**config.mk**
```make
export PLATFORM = sky130hd
export DESIGN_NAME = cl_sparse_pair_scheduler
export DESIGN_NICKNAME = d
export VERILOG_FILES = /design/src/rtl/cl_sparse_pair_scheduler.sv
export SDC_FILE = /design/constraint.sdc
export NUM_CORES = 1
export LEC_CHECK = 0
export CAP_MARGIN = 15
export CORE_MARGIN = 8
export CORE_UTILIZATION = 45
export CTS_BUF_LIST = sky130_fd_sc_hd__clkbuf_4 sky130_fd_sc_hd__clkbuf_8
export DETAILED_ROUTE_END_ITERATION = 6
export DONT_BUFFER_PORTS = 1
export GPL_ROUTABILITY_DRIVEN = 0
export PLACE_DENSITY = 0.62
export SLEW_MARGIN = 30
export SYNTH_ARGS = -nofsm -noshare
export SYNTH_HDL_FRONTEND = slang
export SYNTH_SLANG_ARGS = --single-unit
```
**constraint.sdc**
```tcl
create_clock -name clock -period 14.9 [get_ports clock]
set_clock_uncertainty 0.1 [all_clocks]
set_input_delay 0.745 -clock clock [delete_from_list [all_inputs] [get_ports clock]]
set_output_delay 0.745 -clock clock [all_outputs]
set_load 0.02 [all_outputs]
```
**src/rtl/cl_sparse_pair_scheduler.sv**
```systemverilog
// Matched-pair scheduler: walks W & A of one cluster mask pair, LSB first,
// emitting bit position plus dense W/A offsets; last beat carries block counts.
module cl_sparse_pair_scheduler #(
  parameter int BITMASK_LENGTH = 16,
  parameter int INDEX_BITWIDTH = 5
) (
  input  logic                      clock,
  input  logic                      resetn,
  input  logic                      ivalid,
  output logic                      oready,
  input  logic [BITMASK_LENGTH-1:0] bitmaskW,
  input  logic [BITMASK_LENGTH-1:0] bitmaskA,
  output logic                      ovalid,
  input  logic                      iready,
  output logic [INDEX_BITWIDTH-1:0] opairPosition,
  output logic [INDEX_BITWIDTH-1:0] opairWIndex,
  output logic [INDEX_BITWIDTH-1:0] opairAIndex,
  output logic                      olast,
  output logic                      oempty,
  output logic [INDEX_BITWIDTH-1:0] onumW,
  output logic [INDEX_BITWIDTH-1:0] onumA
);

  typedef enum logic {IDLE, EMIT} state_e;

  state_e state_q, state_d;

  logic [BITMASK_LENGTH-1:0] w_q, a_q, rem_q;
  logic                      ovalid_q, olast_q, oempty_q;
  logic [INDEX_BITWIDTH-1:0] pos_q, widx_q, aidx_q, numw_q, numa_q;

  logic accept, done, load;

  logic [BITMASK_LENGTH-1:0] src_w, src_a, m, rem_nx;
  logic [INDEX_BITWIDTH-1:0] p, wi, ai, nw, na;
  logic                      found;

  assign done   = ovalid_q & iready & olast_q;
  assign accept = ivalid & oready;
  assign load   = accept | (ovalid_q & iready & ~olast_q);

  always_ff @(posedge clock or negedge resetn) begin
    if (!resetn) state_q <= IDLE;
    else         state_q <= state_d;
  end

  always_comb begin
    state_d = state_q;
    unique case (state_q)
      IDLE:    if (accept) state_d = EMIT;
      EMIT:    if (done && !accept) state_d = IDLE;
      default: state_d = IDLE;
    endcase
  end

  always_comb begin
    oready = resetn & ((state_q == IDLE) | done);
  end

  // Beat source: fresh masks on accept, otherwise the remaining walk.
  always_comb begin
    src_w  = accept ? bitmaskW : w_q;
    src_a  = accept ? bitmaskA : a_q;
    m      = accept ? (bitmaskW & bitmaskA) : rem_q;
    rem_nx = m & (m - 1'b1);
    found  = 1'b0;
    p      = '0;
    wi     = '0;
    ai     = '0;
    nw     = '0;
    na     = '0;
    for (int i = 0; i < BITMASK_LENGTH; i++) begin
      nw = nw + INDEX_BITWIDTH'(src_w[i]);
      na = na + INDEX_BITWIDTH'(src_a[i]);
      if (!found) begin
        if (m[i]) begin
          found = 1'b1;
          p     = INDEX_BITWIDTH'(i);
        end else begin
          wi = wi + INDEX_BITWIDTH'(src_w[i]);
          ai = ai + INDEX_BITWIDTH'(src_a[i]);
        end
      end
    end
    if (!found) begin
      wi = '0;
      ai = '0;
    end
  end

  always_ff @(posedge clock or negedge resetn) begin
    if (!resetn) begin
      w_q      <= '0;
      a_q      <= '0;
      rem_q    <= '0;
      ovalid_q <= 1'b0;
      olast_q  <= 1'b0;
      oempty_q <= 1'b0;
      pos_q    <= '0;
      widx_q   <= '0;
      aidx_q   <= '0;
      numw_q   <= '0;
      numa_q   <= '0;
    end else if (load) begin
      w_q      <= src_w;
      a_q      <= src_a;
      rem_q    <= rem_nx;
      ovalid_q <= 1'b1;
      olast_q  <= (rem_nx == '0);
      oempty_q <= (m == '0);
      pos_q    <= p;
      widx_q   <= wi;
      aidx_q   <= ai;
      numw_q   <= (rem_nx == '0) ? nw : '0;
      numa_q   <= (rem_nx == '0) ? na : '0;
    end else if (ovalid_q && iready) begin
      ovalid_q <= 1'b0;
    end
  end

  assign ovalid        = ovalid_q;
  assign olast         = olast_q;
  assign oempty        = oempty_q;
  assign opairPosition = pos_q;
  assign opairWIndex   = widx_q;
  assign opairAIndex   = aidx_q;
  assign onumW         = numw_q;
  assign onumA         = numa_q;

endmodule

```
==> results.toml <==
[outcome]
status = "finished, final reports clean"

[logic_synthesis]
ys_warn_count = 0
async_flop_share_pct = 100
synth_top_flop_cell = "dfrtp_1"
synth_cell_types = 81
syn_avg_cell_area_um2 = 7.98
syn_nets = 1112
yosys.area_share.adder_pct = 15.2
synth_top_family_by_area = "simple AND/OR/NAND/NOR gates"
ys_seq_area_share_pct = 23.7
yosys-mux-area-fraction_pct = 6.56
ys_seq_elements = 75
synthXorXnorAreaFrac_pct = 7.46
synth_area_um2 = 7910
synth-edff-count = 0
syn_inst = 992
synth_compound_area_share_pct = 17.8
synth-simple-area-share_pct = 24.6

[worst_setup_path]
ff2ff_setup_slack_ns = 3.17
r2r-start = "olast"
regToRegEndpoint = "opairAIndex[4]"
rr_worst_depth = 52
cp_slowest_cell = "dfrtp_1"
crit_type = "reg2reg"
critical_path_arrival_ns = 11.87
cp_max_fo = 54
max_stage_delay_ns = 0.61
critPathLaunchType = "flop"
endpoint_kind = "flop"
crit_required_ns = 15.04
cpMostUsedCell = "ha_1"

[clock_tree]
path_clk_slew_ns = 0.09
clockBufferDepth = 2
post_cts_buffers = 0
cts_root_buf = "clkbuf_8"
cts_tree = "done"
h-tree-depth = 3
numCtsBuffers = 9
cts.sinks = 75
insertion_delay_ns = 0.38

[layout]
final_cell_mix = "nand2_1, dfrtp_1, nor2_1, ha_1, inv_1"
drive_above_1_share_pct = 6.53
fillers = 1738
antennaDiodeCount = 0
post-route-cell-area_um2 = 8340
fin_nets = 1095
final_common_cell = "nand2_1"
areaGrowthSynthToFinish_pct = 5.39

[die]
fp.dieH_um = 149
initial_utilization_pct = 45.9
pin_count = 65
die_area_um2 = 22100
fp.coreArea_um2 = 17200
num_rows = 48
die_w_um = 149

[sta]
hold_violations = 0
setup_ws_ns = 3.17
post-route-period-util_pct = 78.7
fmax_mhz = 85.2
worst_pin_slew_ns = 0.952
slew_viol_final = 0
fin_crit_ns = 11.73
tns_ns = 0
setup_viol = 0
hold_ws_ns = 0.157
max-slew-margin-rel_pct = 35.8
rsz0062_at_grt = "no"

[routing]
ant_nets = 0
routedWlPerCell_um = 18.8
dr.first_iter.drc_count = 472
drc_errors = 0
first_pass_iters = 6
via_per_inst = 5.83
vias = 7031
wl_mm = 22.6

[global_routing]
grt_max_degree = 76
grt_remaining_overflow = 0
grt_usage_pct = 21.0
antenna_found_initial = 0
grt_pass1_wl_mm = 36.7
grt_pass1_vias = 6852

[job]
maxCapViolCount = 0

[placement]
placed_area_um2 = 8100
port-buffer-count = 0
dp_hpwl_mm = 17.9
dp_worst_setup_slack_ns = 3.05

[min_path]
hold_class = "in2async"
==> metrics by stage <==
stage	util (%)	std cells
final	48.4	1205
after detailed placement	47.0	1188
after floorplan	-	992
after global placement	47.0	1188
after CTS	48.4	1205
after global routing	48.4	1205
==> layer usage <==
metal  vias to the layer above  GRT usage, %  wire (um)
met1                      3332          26.1      10000
met5                         -             0          0
met3                        38          3.95       1250
li1                       3479             -          -
met2                       182          35.2      10800
met4                         0          7.96        578
==> kinds of logic after synthesis <==
family                   count (synthesis)
AO/OA/AOI/OAI                          207
XOR/XNOR                                51
adder cells (fa/ha/maj)                 84
buffers and inverters                   92
flip-flops                              75
multiplexers                            48
other                                    1
AND/OR/NAND/NOR                        434
==> how the worst max path moves through the flow <==
| stage | end | slack, ns | cells after the start | startpoint |
|---|---|---|---|---|
| 2_1_floorplan | opairAIndex[4] | 3.81 | 57 | resetn |
| 5_1_grt | opairAIndex[4] | 2.19 | 52 | olast |
| 3_5_place_dp | opairAIndex[4] | 3.05 | 52 | resetn |
| 3_3_place_gp | opairAIndex[4] | 3.17 | 52 | resetn |
| 6_report | opairAIndex[4] | 3.17 | 52 | olast |
| 4_1_cts | opairAIndex[4] | 3.22 | 52 | olast |
==> critical path, delay by kind of cell (launching register included) <==
kind | cells | cell delay [ns]
AO/OA/AOI/OAI | 12 | 2.34
flip-flops | 1 | 0.61
multiplexers | 8 | 1.80
buffers and inverters | 3 | 0.67
adder cells (fa/ha/maj) | 15 | 4.48
AND/OR/NAND/NOR | 13 | 1.40
XOR/XNOR | 1 | 0.16
==> cells in the mapped netlist, types with 13 or more instances <==
library cell | number | area, um2
nand2_1 | 246 | 923
dfrtp_1 | 75 | 1880
nor2_1 | 67 | 251
ha_1 | 64 | 801
inv_1 | 54 | 203
o21ai_0 | 47 | 235
a21oi_1 | 36 | 180
mux2i_1 | 31 | 310
nand3_1 | 31 | 155
xnor2_1 | 25 | 219
clkbuf_1 | 24 | 90.1
fa_1 | 20 | 400
o31ai_1 | 18 | 135
xor2_1 | 15 | 131
mux2_2 | 14 | 158
a22o_1 | 13 | 114
and3_1 | 13 | 81.3
==> state kept, by name, indices dropped and copies added (netlist names) <==
name           count
onumW              5
olast              1
opairAIndex        5
onumA              5
oempty             1
rem_q             15
state_q            1
opairWIndex        5
opairPosition      4
w_q               16
ovalid             1
a_q               16
==> layout make-up <==
class                           instances  area, um2  area share, %
Multi-Input combinational cell        825       5680           68.1
Sequential cell                        75       1880           22.5
Tap cell                              225        282           3.38
Inverter                               54        203           2.43
Clock buffer                            9        124           1.49
Timing Repair Buffer                   10       95.1           1.14
Clock inverter                          7       81.3          0.975
==> what timing repair did <==
item | CTS | global route
resized for setup | 0 | 0
hold buffers | 1 | 0
hold endpoints to repair | 75 | 0
Power is not shown: default switching activity piles up to over one toggle a cycle in this logic, so the estimate is an artifact.
